==> config.mk <==
export PLATFORM = sky130hd
export DESIGN_NAME = muldiv_sequencer_flat
export DESIGN_NICKNAME = d
export VERILOG_FILES = /design/src/rtl/muldiv_sequencer_if.sv /design/src/rtl/muldiv_sequencer.sv /design/src/flat_wrapper.sv
export SDC_FILE = /design/constraint.sdc
export NUM_CORES = 1
export LEC_CHECK = 0
export BUFFER_PORTS_ARGS = -buffer_cell sky130_fd_sc_hd__buf_2
export CAP_MARGIN = 20
export CORE_MARGIN = 4
export CORE_UTILIZATION = 46
export CTS_CLUSTER_SIZE = 8
export DETAILED_ROUTE_END_ITERATION = 6
export GPL_TIMING_DRIVEN = 0
export PLACE_DENSITY = 0.82
export REMOVE_ABC_BUFFERS = 1
export SLEW_MARGIN = 20
export SYNTH_ARGS = -nofsm -noshare
export SYNTH_HDL_FRONTEND = slang
export SYNTH_SLANG_ARGS = --single-unit
==> constraint.sdc <==
create_clock -name clk -period 2.6 [get_ports clk]
set_clock_uncertainty 0.15 [all_clocks]
set_input_delay 0.78 -clock clk [delete_from_list [all_inputs] [get_ports clk]]
set_output_delay 0.78 -clock clk [all_outputs]
set_load 0.03 [all_outputs]
==> src/rtl/muldiv_sequencer_if.sv <==
`default_nettype none
// +------------------------------------------------------------------+
// | muldiv_sequencer_if                                              |
// | Sequencer <-> shared multiplier/divider bus.                     |
// | Rev 1.0                                                          |
// +------------------------------------------------------------------+
interface muldiv_sequencer_if #(
    parameter int XLEN = 32
);
    logic                mul_start_o;
    logic [1:0]          mul_opcode_o;
    logic                mul_done_i;
    logic [2*XLEN-1:0]   mul_product_i;
    logic                div_start_o;
    logic                div_signed_o;
    logic                div_done_i;
    logic [XLEN-1:0]     div_quotient_i;
    logic [XLEN-1:0]     div_remainder_i;
    logic [XLEN-1:0]     unit_a_o;
    logic [XLEN-1:0]     unit_b_o;

    modport master (
        output mul_start_o, mul_opcode_o, div_start_o, div_signed_o, unit_a_o, unit_b_o,
        input  mul_done_i, mul_product_i, div_done_i, div_quotient_i, div_remainder_i
    );

    modport slave (
        input  mul_start_o, mul_opcode_o, div_start_o, div_signed_o, unit_a_o, unit_b_o,
        output mul_done_i, mul_product_i, div_done_i, div_quotient_i, div_remainder_i
    );
endinterface
`default_nettype wire

==> src/rtl/muldiv_sequencer.sv <==
`default_nettype none
// +------------------------------------------------------------------+
// | muldiv_sequencer                                                 |
// | Dispatches RV32M ops to the shared mul/div units, stalls EX,     |
// | resolves div-by-zero/overflow locally. Option: MULDIV_FUSE_EN.   |
// | Rev 1.0                                                          |
// +------------------------------------------------------------------+
module muldiv_sequencer #(
    parameter int XLEN = 32,
    parameter int OP_W = 3
) (
    input  logic               clk,
    input  logic               rst,
    input  logic               req_i,
    input  logic [OP_W-1:0]    op_i,
    input  logic [XLEN-1:0]    operand_a_i,
    input  logic [XLEN-1:0]    operand_b_i,
    input  logic               flush_i,
    output logic               stall_o,
    output logic               valid_o,
    output logic [XLEN-1:0]    result_o,
    output logic               busy_o,
    muldiv_sequencer_if.master unit
);
    typedef enum logic [2:0] {
        IDLE     = 3'd0,
        MUL_WAIT = 3'd1,
        DIV_WAIT = 3'd2,
        DONE     = 3'd3,
        ABORT    = 3'd4
    } state_t;

    localparam logic [XLEN-1:0] c_int_min = {1'b1, {(XLEN-1){1'b0}}};

    function automatic logic [1:0] mul_opc_f(input logic [1:0] op_lo);
        case (op_lo)
            2'b10:   mul_opc_f = 2'b10;
            2'b11:   mul_opc_f = 2'b00;
            default: mul_opc_f = 2'b01;
        endcase
    endfunction

    state_t            state_q, state_d;
    logic [OP_W-1:0]   op_q, op_d;
    logic [XLEN-1:0]   a_q, a_d, b_q, b_d, result_q, result_d;
    logic [1:0]        mul_opc_q, mul_opc_d;
    logic              div_signed_q, div_signed_d;
    logic              first_q, first_d;

    logic              w_accept, w_b_zero, w_ovf, w_special, w_unit_done;
    logic [XLEN-1:0]   w_special_res, w_mul_res, w_div_res;

    assign w_accept      = req_i & ~flush_i;
    assign w_b_zero      = (operand_b_i == '0);
    assign w_ovf         = ~op_i[0] & (operand_a_i == c_int_min) & (operand_b_i == '1);
    assign w_special     = op_i[2] & (w_b_zero | w_ovf);
    // Zero divisor takes precedence; the overflow case only applies to signed ops.
    assign w_special_res = w_b_zero ? (op_i[1] ? operand_a_i : '1)
                                    : (op_i[1] ? '0 : c_int_min);
    assign w_mul_res     = (op_q[1:0] == 2'b00) ? unit.mul_product_i[XLEN-1:0]
                                                : unit.mul_product_i[2*XLEN-1:XLEN];
    assign w_div_res     = op_q[1] ? unit.div_remainder_i : unit.div_quotient_i;
    assign w_unit_done   = op_q[2] ? unit.div_done_i : unit.mul_done_i;

`ifdef MULDIV_FUSE_EN
    logic              tag_valid_q, tag_valid_d, tag_cls_q, tag_cls_d;
    logic [1:0]        tag_sgn_q, tag_sgn_d;
    logic [XLEN-1:0]   tag_a_q, tag_a_d, tag_b_q, tag_b_d;
    logic [2*XLEN-1:0] tag_data_q, tag_data_d;
    logic              w_sgn_match, w_fuse_hit;
    logic [XLEN-1:0]   w_fuse_res;

    // Low product half does not depend on signedness, so MUL hits any mul tag.
    assign w_sgn_match = op_i[2] ? (tag_sgn_q == {1'b0, ~op_i[0]})
                                 : ((op_i[1:0] == 2'b00) | (tag_sgn_q == mul_opc_f(op_i[1:0])));
    assign w_fuse_hit  = tag_valid_q & (tag_cls_q == op_i[2]) & w_sgn_match
                       & (tag_a_q == operand_a_i) & (tag_b_q == operand_b_i);
    assign w_fuse_res  = op_i[2] ? (op_i[1] ? tag_data_q[2*XLEN-1:XLEN] : tag_data_q[XLEN-1:0])
                                 : ((op_i[1:0] == 2'b00) ? tag_data_q[XLEN-1:0]
                                                         : tag_data_q[2*XLEN-1:XLEN]);
`endif

    always_comb begin
        state_d      = state_q;
        op_d         = op_q;
        a_d          = a_q;
        b_d          = b_q;
        result_d     = result_q;
        mul_opc_d    = mul_opc_q;
        div_signed_d = div_signed_q;
        first_d      = 1'b0;
        stall_o      = 1'b0;
        valid_o      = 1'b0;
`ifdef MULDIV_FUSE_EN
        tag_valid_d  = tag_valid_q;
        tag_cls_d    = tag_cls_q;
        tag_sgn_d    = tag_sgn_q;
        tag_a_d      = tag_a_q;
        tag_b_d      = tag_b_q;
        tag_data_d   = tag_data_q;
`endif
        unique case (state_q)
            IDLE: begin
                stall_o = w_accept;
                if (w_accept) begin
                    op_d         = op_i;
                    a_d          = operand_a_i;
                    b_d          = operand_b_i;
                    mul_opc_d    = mul_opc_f(op_i[1:0]);
                    div_signed_d = ~op_i[0];
                    if (w_special) begin
                        result_d = w_special_res;
                        state_d  = DONE;
`ifdef MULDIV_FUSE_EN
                    end else if (w_fuse_hit) begin
                        result_d = w_fuse_res;
                        state_d  = DONE;
`endif
                    end else begin
                        first_d  = 1'b1;
                        state_d  = op_i[2] ? DIV_WAIT : MUL_WAIT;
                    end
                end
            end
            MUL_WAIT, DIV_WAIT: begin
                stall_o = 1'b1;
                if (flush_i) begin
                    // A done coinciding with the flush leaves nothing to drain.
                    state_d = w_unit_done ? IDLE : ABORT;
                end else if (w_unit_done) begin
                    result_d = op_q[2] ? w_div_res : w_mul_res;
                    state_d  = DONE;
`ifdef MULDIV_FUSE_EN
                    tag_valid_d = 1'b1;
                    tag_cls_d   = op_q[2];
                    tag_sgn_d   = op_q[2] ? {1'b0, div_signed_q} : mul_opc_q;
                    tag_a_d     = a_q;
                    tag_b_d     = b_q;
                    tag_data_d  = op_q[2] ? {unit.div_remainder_i, unit.div_quotient_i}
                                          : unit.mul_product_i;
`endif
                end
            end
            DONE: begin
                valid_o = ~flush_i;
                state_d = IDLE;
            end
            ABORT: begin
                stall_o = req_i;
                if (w_unit_done) state_d = IDLE;
            end
            default: state_d = IDLE;
        endcase
    end

    always_ff @(posedge clk or negedge rst) begin
        if (!rst) begin
            state_q      <= IDLE;
            op_q         <= '0;
            a_q          <= '0;
            b_q          <= '0;
            result_q     <= '0;
            mul_opc_q    <= '0;
            div_signed_q <= 1'b0;
            first_q      <= 1'b0;
        end else begin
            state_q      <= state_d;
            op_q         <= op_d;
            a_q          <= a_d;
            b_q          <= b_d;
            result_q     <= result_d;
            mul_opc_q    <= mul_opc_d;
            div_signed_q <= div_signed_d;
            first_q      <= first_d;
        end
    end

`ifdef MULDIV_FUSE_EN
    always_ff @(posedge clk or negedge rst) begin
        if (!rst) begin
            tag_valid_q <= 1'b0;
            tag_cls_q   <= 1'b0;
            tag_sgn_q   <= '0;
            tag_a_q     <= '0;
            tag_b_q     <= '0;
            tag_data_q  <= '0;
        end else begin
            tag_valid_q <= tag_valid_d;
            tag_cls_q   <= tag_cls_d;
            tag_sgn_q   <= tag_sgn_d;
            tag_a_q     <= tag_a_d;
            tag_b_q     <= tag_b_d;
            tag_data_q  <= tag_data_d;
        end
    end
`endif

    assign busy_o            = (state_q != IDLE);
    assign result_o          = result_q;
    assign unit.mul_start_o  = (state_q == MUL_WAIT) & first_q;
    assign unit.div_start_o  = (state_q == DIV_WAIT) & first_q;
    assign unit.mul_opcode_o = mul_opc_q;
    assign unit.div_signed_o = div_signed_q;
    assign unit.unit_a_o     = a_q;
    assign unit.unit_b_o     = b_q;
endmodule
`default_nettype wire

==> src/flat_wrapper.sv <==
// flat-port wrapper written by rule: the top's interface ports become plain ports
module muldiv_sequencer_flat 
#(
    parameter int XLEN = 32,
    parameter int OP_W = 3
)
  (clk, rst, req_i, op_i, operand_a_i, operand_b_i, flush_i, stall_o, valid_o, result_o, busy_o, unit_mul_start_o, unit_mul_opcode_o, unit_div_start_o, unit_div_signed_o, unit_unit_a_o, unit_unit_b_o, unit_mul_done_i, unit_mul_product_i, unit_div_done_i, unit_div_quotient_i, unit_div_remainder_i);
  muldiv_sequencer_if #(.XLEN(XLEN)) unit_i ();
  input  logic clk;
  input  logic rst;
  input  logic req_i;
  input  logic [OP_W-1:0] op_i;
  input  logic [XLEN-1:0] operand_a_i;
  input  logic [XLEN-1:0] operand_b_i;
  input  logic flush_i;
  output logic stall_o;
  output logic valid_o;
  output logic [XLEN-1:0] result_o;
  output logic busy_o;
  output wire logic [$bits(unit_i.mul_start_o)-1:0] unit_mul_start_o;
  output wire logic [$bits(unit_i.mul_opcode_o)-1:0] unit_mul_opcode_o;
  output wire logic [$bits(unit_i.div_start_o)-1:0] unit_div_start_o;
  output wire logic [$bits(unit_i.div_signed_o)-1:0] unit_div_signed_o;
  output wire logic [$bits(unit_i.unit_a_o)-1:0] unit_unit_a_o;
  output wire logic [$bits(unit_i.unit_b_o)-1:0] unit_unit_b_o;
  input wire logic [$bits(unit_i.mul_done_i)-1:0] unit_mul_done_i;
  input wire logic [$bits(unit_i.mul_product_i)-1:0] unit_mul_product_i;
  input wire logic [$bits(unit_i.div_done_i)-1:0] unit_div_done_i;
  input wire logic [$bits(unit_i.div_quotient_i)-1:0] unit_div_quotient_i;
  input wire logic [$bits(unit_i.div_remainder_i)-1:0] unit_div_remainder_i;
  assign unit_mul_start_o = unit_i.mul_start_o;
  assign unit_mul_opcode_o = unit_i.mul_opcode_o;
  assign unit_div_start_o = unit_i.div_start_o;
  assign unit_div_signed_o = unit_i.div_signed_o;
  assign unit_unit_a_o = unit_i.unit_a_o;
  assign unit_unit_b_o = unit_i.unit_b_o;
  assign unit_i.mul_done_i = unit_mul_done_i;
  assign unit_i.mul_product_i = unit_mul_product_i;
  assign unit_i.div_done_i = unit_div_done_i;
  assign unit_i.div_quotient_i = unit_div_quotient_i;
  assign unit_i.div_remainder_i = unit_div_remainder_i;
  muldiv_sequencer #(.XLEN(XLEN), .OP_W(OP_W)) u_core (.clk(clk), .rst(rst), .req_i(req_i), .op_i(op_i), .operand_a_i(operand_a_i), .operand_b_i(operand_b_i), .flush_i(flush_i), .stall_o(stall_o), .valid_o(valid_o), .result_o(result_o), .busy_o(busy_o), .unit(unit_i));
endmodule
==> impl_metrics.csv, run 1 <==
group,metric,value,unit
status,status,"complete, but fails checks",
status,violations,"setup timing",
setup_path,r2r-start,"u_core.op_q[2]$_DFFE_PN0P_",
setup_path,cp.required,2.68,ns
setup_path,rr_endpoint,"u_core.result_o[22]$_DFFE_PN0P_",
power,vdd_drop_max,0.6995,mV
logic_synthesis,syn_inst,516,
logic_synthesis,synthMuxAreaShare,31.60,%
setup_path,r2r_slack,-0.21,ns
floorplanning,io_pins,305,
logic_synthesis,synth_top_family_by_area,"multiplexers",
setup_path,slowest_delay,0.50,ns
timing,rsz0062_at_grt,"true",
grt,grt_first_pass_wirelength,27.76,mm
floorplanning,initial_core_util,47.40,%
timing,setup_violations,32,
cells_and_area,final_util,64.93,%
timing,period_minus_slack,3.031,ns
logic_synthesis,yosys.area_share.simple,10.85,%
placement,port_buffers,304,
run,drv_cap,0,
placement,place.gp.congestion,0.7900,
grt,grt_usage,23.81,%
clock_tree,insertion_delay,0.35,ns
setup_path,crit_chain,"buf_2, nor4_1, nand4_1, or2_4, o211a_1, or3_4, buf_12, mux2_4",
timing,fin_crit_sh,116.6,%
grt,grt_pass1_vias,5390,
placement,place_inst,958,
floorplanning,dieArea,15060,um^2
logic_synthesis,synth_compound_area_share,9.403,%
cells_and_area,drive_gt1_share,59.88,%
timing,worst_pin_slew,0.6784,ns
cells_and_area,layout_common_cells,"299 x buf_2, 104 x dfrtp_1, 101 x mux2_2",
clock_tree,cts_sinks,106,
logic_synthesis,syn_area_per_cell,11.73,um^2
route,first_pass_iters,4,
clock_tree,ctsLongestPathBuffers,2,
logic_synthesis,ys_seq_elements,106,
logic_synthesis,synth.cell_area,6055,um^2
logic_synthesis,synth_edf_count,0,
setup_path,crit_family,"simple AND/OR/NAND/NOR gates",
grt,antenna_found_initial,0,
power,leakagePower,4.120,nW
logic_synthesis,synthXorXnorAreaFrac,0.1447,%
route,routedWlPerCell,18.80,um
floorplanning,num_rows,41,
clock_tree,cts_buffers,9,
floorplanning,die_w,122.7,um
setup_path,path_buf_inv,2,
placement,dp_hpwl,13.95,mm
power,power.density,1261,nW/um^2
clock_tree,cts-root-buf,"clkbuf_16",
grt,grt_max_degree,58,
clock_tree,cts_tree,"yes",
floorplanning,die_h,122.7,um
clock_tree,ctsHoldBuffers,0,
timing,slew_headroom,54.77,%
logic_synthesis,synth_ff_type,"dfrtp_1",
cells_and_area,final_cells,982,
timing,slew_viol_final,0,
cells_and_area,n_antenna_cell,0,
logic_synthesis,yosysWarnings,0,
floorplanning,core-area,12770,um^2
setup_path,crit_fanout,35,
cells_and_area,layout.cells.most_common,"buf_2",
route,vias,5311,
logic_synthesis,ys_async_sr_fraction,100.0,%
logic_synthesis,post_synth_num_cell_types,35,
route,routed_via_density,5.408,
setup_path,critical_path_class,"in2reg",
cells_and_area,area_delta_synth_final,36.99,%
cells_and_area,nets,1006,
logic_synthesis,ys_seq_area_share,43.81,%
logic_synthesis,synth-adder-area-share,0,%
clock_tree,path_clk_slew,0.07,ns
timing,fin_ws,-0.4309,ns
setup_path,startpoint,"operand_b_i[17]",
route,drt-initial-drc-count,229,
grt,overflow,0,
setup_path,endpoint_kind,"register",
route,ant_nets,0,
timing,finalHoldViolations,0,
min_path,min_path_type,"in2async",
setup_path,reg2regPathDepth,6,
setup_path,cp.arrival,3.11,ns
clock_tree,cts.htree.levels,3,
setup_path,crit_slowest_cell,"nor4_1",
setup_path,cp-start-kind,"input pin",
route,totalWireLength,18.46,mm
route,drc,0,
timing,fmax,329.9,MHz
[cells in the mapped netlist, types with 4 or more instances]
master	number	area (um^2)
dfrtp_1	106	2653
clkbuf_1	27	101.4
mux2_2	101	1137
nor2_1	5	18.77
nand4_1	11	68.82
o21ai_0	11	55.05
mux2i_1	34	340.3
nand2_1	40	150.1
nor2b_1	30	187.7
inv_1	5	18.77
o211ai_1	31	232.7
mux2_4	29	435.4
buf_1	4	15.01
o31ai_1	31	232.7
buf_2	5	25.02
nor4_1	13	81.33
[how the worst max path moves through the flow]
stage	end	slack [ns]	cells after the start
3_3_place_gp	u_core.result_o[4]$_DFFE_PN0P_	-2.67	5
3_5_place_dp	u_core.result_o[5]$_DFFE_PN0P_	-1.30	8
2_1_floorplan	u_core.result_o[21]$_DFFE_PN0P_	-1.43	5
4_1_cts	u_core.result_o[13]$_DFFE_PN0P_	-0.42	8
5_1_grt	u_core.result_o[13]$_DFFE_PN0P_	-0.45	8
6_report	u_core.result_o[13]$_DFFE_PN0P_	-0.43	8
[through the flow]
stage | power (W) | instance area [um^2] | TNS, ns | hold slack, ns | setup slack [ns]
after CTS | 0.01052 | 8257 | -12.69 | 0.2464 | -0.4230
after global placement | 0.008338 | 7556 | -256.05 | 0.3067 | -2.672
after floorplan | 0.006963 | 5819 | -81.83 | 0.3307 | -1.431
after global routing | 0.01107 | 8294 | -13.35 | 0.2634 | -0.4456
after detailed placement | 0.009043 | 7799 | -39.13 | 0.3301 | -1.300
final | 0.01046 | 8294 | -12.92 | 0.2422 | -0.4309
[final cells by class]
type                    count  area (um^2)
flip-flops and latches    106         2658
fillers                  1005         4479
repair buffers            320         1873
inverters                   5        18.77
clock buffers               9        225.2
well taps                 172        215.2
clock inverters             7        55.05
multi-input cells         363         3249
[layer usage]
metal / global-route usage (%) / up-vias / share of wire [%] / wire [um]
li1: - / 2496 / - / -
met1: 28.72 / 2562 / 39 / 7275
met2: 41.89 / 219 / 50 / 9198
met3: 5.945 / 34 / 8.4 / 1553
met4: 7.138 / 0 / 2.4 / 434
met5: 0 / - / 0 / 0
[sequential cells by signal, summed over array words and instances, names as in the netlist]
signal                    count
u_core.result_o              32
u_core.unit.unit_a_o         32
u_core.unit.unit_b_o         32
u_core.op_q                   3
u_core.state_q                3
u_core.unit.mul_opcode_o      2
u_core.first_q                1
u_core.unit.div_signed_o      1
[report_power, final]
part	internal [W]	switching (W)
clock	0.000656	0.000630
sequential	0.00240	0.000576
combinational	0.00269	0.00350
[cell families after synthesis]
family | count (synthesis)
xor+xnor | 1
simple gates | 118
mux | 164
buf+inv | 47
flops | 106
compound gates | 80
[timing repair]
action / 4_1_cts / 5_1_grt
pin swaps: 3 / 3
setup buffers: 4 / 2
endpoints found under the setup margin: 33 / 33
gates cloned: 2 / 0
resized for setup: 20 / 5
(Power assumes the default switching activity.)
==> run 2: changes to the inputs <==
ABC_AREA = 1   (was unset)
==> run 2 against run 1 <==
The run now ends clean; sequential share of layout area grew 0.42 points; setup slack improved by 0.49 ns; fmax increased by 19%; combinational power is 6.0% higher; core utilization shrank 0.29 points; sequential cell count did not move; first-iteration DRC count grew to 3.1 times the previous value; synthesized cell count increased by 65%; area after synthesis fell by 1.4%; register-to-register slack gained 0.31 ns; clock power is essentially flat; cell count rose by 35%; largest cell class unchanged.
==> impl_metrics.csv, run 2 <==
group,metric,value,unit
status,status,"finished clean",
cells_and_area,nets,1346,
clock_tree,cts-root-buf,"clkbuf_16",
route,drc,0,
route,drt-initial-drc-count,704,
logic_synthesis,synth_edf_count,0,
grt,grt_pass1_vias,6789,
cells_and_area,n_antenna_cell,0,
logic_synthesis,ys_async_sr_fraction,100.0,%
timing,fin_crit_sh,97.73,%
logic_synthesis,netlist.top_cell.by_area,"dfrtp_1",
timing,fmax,393.6,MHz
setup_path,endpoint,"stall_o",
setup_path,slowest_delay,0.21,ns
floorplanning,initial_core_util,47.10,%
grt,antenna_found_initial,1,
grt,grt_max_degree,66,
clock_tree,insertion_delay,0.34,ns
logic_synthesis,post_synth_num_cell_types,26,
setup_path,endpoint_kind,"output port",
logic_synthesis,yosysWarnings,0,
logic_synthesis,syn_area_per_cell,7.021,um^2
setup_path,crit_slowest_cell,"buf_4",
cells_and_area,layout_common_cells,"302 x buf_2, 207 x nand2_1, 148 x o21ai_0",
power,vdd_drop_max,0.7966,mV
cells_and_area,regArea,2659,um^2
power,swShare,53.77,%
logic_synthesis,synthTopCellsByArea,"dfrtp_1 44%, nand2_1 13%, o21ai_0 12%",
timing,period_minus_slack,2.541,ns
min_path,min_path_type,"in2async",
timing,fin_ws,0.05906,ns
setup_path,cp.arrival,1.61,ns
setup_path,cp_num_cells,7,
setup_path,r2r_slack,0.10,ns
timing,rsz0062_at_grt,"true",
power,leakagePower,4.543,nW
timing,setup_violations,0,
logic_synthesis,ys_top_cells_by_count,"210 x nand2_1, 148 x o21ai_0, 106 x dfrtp_1, 102 x nor2_1, 82 x inv_1",
setup_path,startpoint,"flush_i",
setup_path,critical_path_class,"in2out",
cells_and_area,drive_gt1_share,33.39,%
setup_path,cp-start-kind,"input pin",
placement,place.gp.congestion,0.8657,
timing,slew_headroom,29.75,%
placement,place_ws,-1.482,ns
logic_synthesis,syn_inst,850,
power,power.net_switching,0.005789,W
setup_path,rr_endpoint,"u_core.result_o[17]$_DFFE_PN0P_",
floorplanning,die_h,121.9,um
power,intPower,0.004977,W
power,p_clk_share,12.3,%
clock_tree,ctsHoldBuffers,0,
cells_and_area,final_util,64.64,%
floorplanning,core-area,12670,um^2
cells_and_area,fillers,1172,
floorplanning,dieArea,14860,um^2
floorplanning,num_rows,41,
logic_synthesis,ys_seq_elements,106,
setup_path,crit_chain,"buf_2, nor2_2, inv_2, nor2_8, inv_16, o311ai_1, buf_4",
logic_synthesis,synth_top_cell_area_share,44.44,%
route,vias,7270,
clock_tree,ctsLongestPathBuffers,2,
clock_tree,cts.htree.levels,3,
logic_synthesis,ys_seq_area_share,44.44,%
power,total_power,0.01077,W
power,seqPwrFrac,26.7,%
clock_tree,cts_sinks,106,
timing,worst_pin_slew,1.053,ns
grt,grt_usage,32.25,%
route,totalWireLength,25.26,mm
power,comb_power_share,61.0,%
timing,fin_setup_tns,0,ns
floorplanning,die_w,121.9,um
placement,port_buffers,304,
setup_path,crit_fanout,3,
floorplanning,io_pins,305,
clock_tree,cts_buffers,9,
clock_tree,cts_tree,"yes",
placement,dp_hpwl,15.35,mm
grt,grt_first_pass_wirelength,36.56,mm
setup_path,cp.required,1.67,ns
logic_synthesis,synth.cell_area,5968,um^2
cells_and_area,area_delta_synth_final,37.23,%
cells_and_area,multiInputGateArea,2863,um^2
route,routedWlPerCell,19.11,um
grt,overflow,0,
cells_and_area,layout.cells.most_common,"buf_2",
timing,finalHoldViolations,0,
logic_synthesis,synth_ff_type,"dfrtp_1",
setup_path,r2r-start,"u_core.op_q[2]$_DFFE_PN0P_",
timing,slew_viol_final,0,
route,ant_nets,0,
route,first_pass_iters,7,
run,drv_cap,0,
route,routed_via_density,5.499,
power,power.density,1314,nW/um^2
setup_path,crit_family,"buffers and inverters",
logic_synthesis,yosysMostFrequentCell,"nand2_1",
setup_path,path_buf_inv,4,
setup_path,reg2regPathDepth,8,
clock_tree,path_clk_slew,0.07,ns
==> run 2: cell count changes in the layout (fill, tap and decap cells not counted), sizes merged, moves of 30 or more <==
cell,change
nand2,+177
o211ai,-30
inv,+82
o22ai,+30
o21ai,+181
nor2b,-30
nor2,+101
nand3,+38
mux2,-130
mux2i,-34
o31ai,-31
==> run 2: worst register-to-register path: stages, from the launching register on <==
cell        delay [ns]
dfrtp_4           0.68
clkinvlp_4        0.21
nand2_1           0.08
nand2_1           0.14
a21oi_2           0.13
nor2_4            0.52
nand2_8           0.27
nand2_1           0.13
nand2_1           0.07
==> run 2: how the worst min path moves through the flow <==
stage / cells past startpoint / to
final: 1 / u_core.unit.unit_a_o[1]$_DFFE_PN0P_
after global routing: 1 / u_core.unit.unit_b_o[20]$_DFFE_PN0P_
after CTS: 1 / u_core.unit.unit_b_o[24]$_DFFE_PN0P_
after detailed placement: 2 / u_core.unit.unit_b_o[6]$_DFFE_PN0P_
after global placement: 2 / u_core.result_o[22]$_DFFE_PN0P_
after floorplan: 2 / u_core.op_q[0]$_DFFE_PN0P_
==> run 2: layout make-up <==
| type | count | area share [%] |
|---|---|---|
| tap | 172 | 2.628 |
| timing repair inverter | 5 | 0.5041 |
| inverter | 87 | 4.476 |
| clock inverter | 4 | 0.3208 |
| sequential | 106 | 32.46 |
| clock buffer | 12 | 3.132 |
| multi-input combinational | 608 | 34.95 |
| timing repair buffer | 328 | 21.52 |
==> run 2: kinds of logic (layout without fill, tap and decap cells) <==
group | after synthesis | after routing | share of synthesized area (%)
buffers and inverters | 140 | 436 | 9.769
AOI/OAI and AO/OA | 230 | 230 | 20.06
DFF | 106 | 106 | 44.44
and+or+nand+nor | 374 | 378 | 25.72
==> run 2: routing by layer <==
metal | vias to the layer above | global-route usage [%] | share of wire [%]
met3 | 68 | 9.053 | 11
li1 | 3374 | - | -
met2 | 452 | 53.56 | 47
met1 | 3374 | 39.81 | 39
met5 | - | 0 | 0.051
met4 | 2 | 12.89 | 3.3
==> run 2: power groups by stage <==
stage | clock [W] | sequential [W] | combinational (W)
detailed placement | 0 | 0.00284 | 0.00575
global placement | 0 | 0.00282 | 0.00557
CTS | 0.00134 | 0.00285 | 0.00633
global route | 0.00140 | 0.00294 | 0.00706
floorplan | 0 | 0.00395 | 0.00254
finish | 0.00132 | 0.00288 | 0.00657
==> run 2: through the flow <==
stage	std cells	hold WS, ns	instance area (um^2)
global route	1322	0.2181	8190
CTS	1314	0.2095	8092
detailed placement	1276	0.3026	7548
floorplan	797	0.3097	5712
global placement	1273	0.2990	7448
finish	1322	0.1967	8190
==> run 2: repair_timing <==
item                                    CTS  global route
endpoints found under the setup margin   38            33
pin swaps                                 5             5
gates resized for setup                  29            10
cloned                                    7             2
hold endpoints to repair                  0             0
buffers inserted                         16             6
==> run 3: changes to the inputs <==
ABC_AREA = 0   (was 1)
CORE_ASPECT_RATIO = 1.1   (was unset)
==> run 3 against run 2 <==
The flow now finishes with violations (setup timing); routed wire length is 26% lower; global-route usage fell by 8.1 points; combinational power decreased by 7.3%; critical path depth grew 1; sequential cell count unchanged; sequential share of layout area decreased by 0.14 points; count of clock-buffer cells in the layout down 2; cell area grew 0.38%; die area up 1.4%; power decreased by 1.2%; critical path type is now in2reg; largest cell class unchanged; largest power group unchanged.
==> impl_metrics.csv, run 3 (synthesized netlist as in run 1, its figures left out) <==
group,metric,value,unit
timing,rsz0062_at_grt,"true",
power,seqPwrFrac,27.7,%
setup_path,critical_path_class,"in2reg",
cells_and_area,area_delta_synth_final,35.79,%
floorplanning,initial_core_util,47.48,%
status,status,"complete, but fails checks",
clock_tree,insertion_delay,0.34,ns
min_path,min_path_type,"in2async",
route,ant_nets,0,
timing,worst_pin_slew,0.7106,ns
placement,place_ws,-1.375,ns
status,violations,"setup timing",
timing,period_minus_slack,2.961,ns
setup_path,cp.arrival,3.04,ns
setup_path,endpoint_kind,"register",
floorplanning,num_rows,43,
power,leakagePower,4.092,nW
grt,grt_first_pass_wirelength,29.28,mm
placement,place_inst,943,
power,total_power,0.01063,W
clock_tree,ctsHoldBuffers,0,
cells_and_area,layout_common_cells,"301 x buf_2, 104 x dfrtp_1, 101 x mux2_2",
route,vias,5273,
timing,slew_headroom,52.63,%
floorplanning,dieArea,15060,um^2
clock_tree,cts.htree.levels,3,
route,routed_via_density,5.476,
clock_tree,ctsLongestPathBuffers,2,
power,comb_power_share,57.3,%
grt,grt_max_degree,61,
clock_tree,cts_tree,"yes",
setup_path,r2r-start,"u_core.op_q[2]$_DFFE_PN0P_",
setup_path,startpoint,"operand_a_i[6]",
cells_and_area,nets,1002,
floorplanning,core-area,12750,um^2
grt,grt_usage,24.18,%
cells_and_area,layout.cells.most_common,"buf_2",
route,totalWireLength,18.78,mm
clock_tree,cts-root-buf,"clkbuf_16",
power,power.net_switching,0.004694,W
timing,slew_viol_final,0,
setup_path,r2r_slack,-0.26,ns
timing,fmax,337.8,MHz
power,intPower,0.005939,W
clock_tree,cts_buffers,9,
cells_and_area,drive_gt1_share,59.43,%
setup_path,cp-start-kind,"input pin",
timing,setup_violations,32,
placement,port_buffers,304,
power,vdd_drop_max,0.7485,mV
route,first_pass_iters,4,
placement,place.gp.congestion,0.7793,
cells_and_area,final_cells,963,
clock_tree,cts_sinks,106,
grt,overflow,0,
power,p_clk_share,15.0,%
cells_and_area,n_antenna_cell,0,
setup_path,rr_endpoint,"u_core.result_o[21]$_DFFE_PN0P_",
floorplanning,io_pins,305,
grt,grt_pass1_vias,5601,
clock_tree,path_clk_slew,0.07,ns
route,drc,0,
run,drv_cap,0,
floorplanning,die_h,128.3,um
setup_path,reg2regPathDepth,7,
timing,fin_ws,-0.3606,ns
placement,dp_hpwl,13.96,mm
route,routedWlPerCell,19.50,um
timing,fin_crit_sh,113.9,%
route,drt-initial-drc-count,241,
power,swShare,44.14,%
floorplanning,die_w,117.4,um
power,power.density,1293,nW/um^2
grt,antenna_found_initial,1,
setup_path,crit_fanout,20,
setup_path,cp.required,2.68,ns
timing,finalHoldViolations,0,
[run 3: routing by layer]
| metal | up-vias | part of all wire (%) | routed length (um) | track usage, % |
|---|---|---|---|---|
| li1 | 2492 | - | - | - |
| met1 | 2526 | 40 | 7471 | 27.98 |
| met2 | 220 | 51 | 9488 | 43.06 |
| met3 | 33 | 7.4 | 1383 | 7.149 |
| met4 | 2 | 2.3 | 425 | 8.558 |
| met5 | - | 0.037 | 7 | 0 |
[run 3: cell type report]
cell class / count / area, um^2
tap: 157 / 196.4
sequential: 106 / 2658
inverter: 5 / 18.77
clock buffer: 10 / 239.0
multi-input combinational: 363 / 3228
fill: 1038 / 4529
timing repair buffer: 316 / 1768
clock inverter: 6 / 113.9
[run 3: worst max-delay path by stage]
stage | end | cells past startpoint | slack (ns)
floorplan | u_core.result_o[21]$_DFFE_PN0P_ | 5 | -1.43
global placement | u_core.result_o[3]$_DFFE_PN0P_ | 5 | -2.80
detailed placement | u_core.result_o[26]$_DFFE_PN0P_ | 8 | -1.37
CTS | u_core.result_o[26]$_DFFE_PN0P_ | 8 | -0.40
global route | u_core.result_o[26]$_DFFE_PN0P_ | 8 | -0.43
finish | u_core.result_o[0]$_DFFE_PN0P_ | 8 | -0.36
[run 3: power by group through the flow]
| stage | Combinational [W] | Clock (W) | Sequential, W |
|---|---|---|---|
| after floorplan | 0.00260 | 0 | 0.00436 |
| after global placement | 0.00530 | 0 | 0.00304 |
| after detailed placement | 0.00600 | 0 | 0.00298 |
| after CTS | 0.00606 | 0.00163 | 0.00296 |
| after global routing | 0.00649 | 0.00169 | 0.00304 |
| final | 0.00609 | 0.00160 | 0.00294 |
[run 3: repair_timing]
action                                  in CTS  in global routing
cloned                                       0                  0
pin swaps                                    4                  0
setup buffers                                3                  1
resized for setup                           14                  2
endpoints found under the setup margin      32                 33
[run 3: critical path: stages]
cell	delay, ns
buf_6	0.10
or4_4	0.55
nor4_4	0.29
nand4_1	0.16
o211a_1	0.25
or3_4	0.40
buf_12	0.19
mux2_4	0.31
[run 3: stage by stage]
| step | util [%] | area [um^2] | hold WS, ns | TNS [ns] |
|---|---|---|---|---|
| 5_1_grt | 64.48 | 8222 | 0.2359 | -12.95 |
| 3_5_place_dp | 60.78 | 7750 | 0.3180 | -41.45 |
| 4_1_cts | 64.29 | 8198 | 0.2223 | -11.79 |
| 2_1_floorplan | - | 5819 | 0.3307 | -81.83 |
| 6_report | 64.48 | 8222 | 0.2047 | -10.71 |
| 3_3_place_gp | 59.11 | 7537 | 0.3075 | -267.72 |
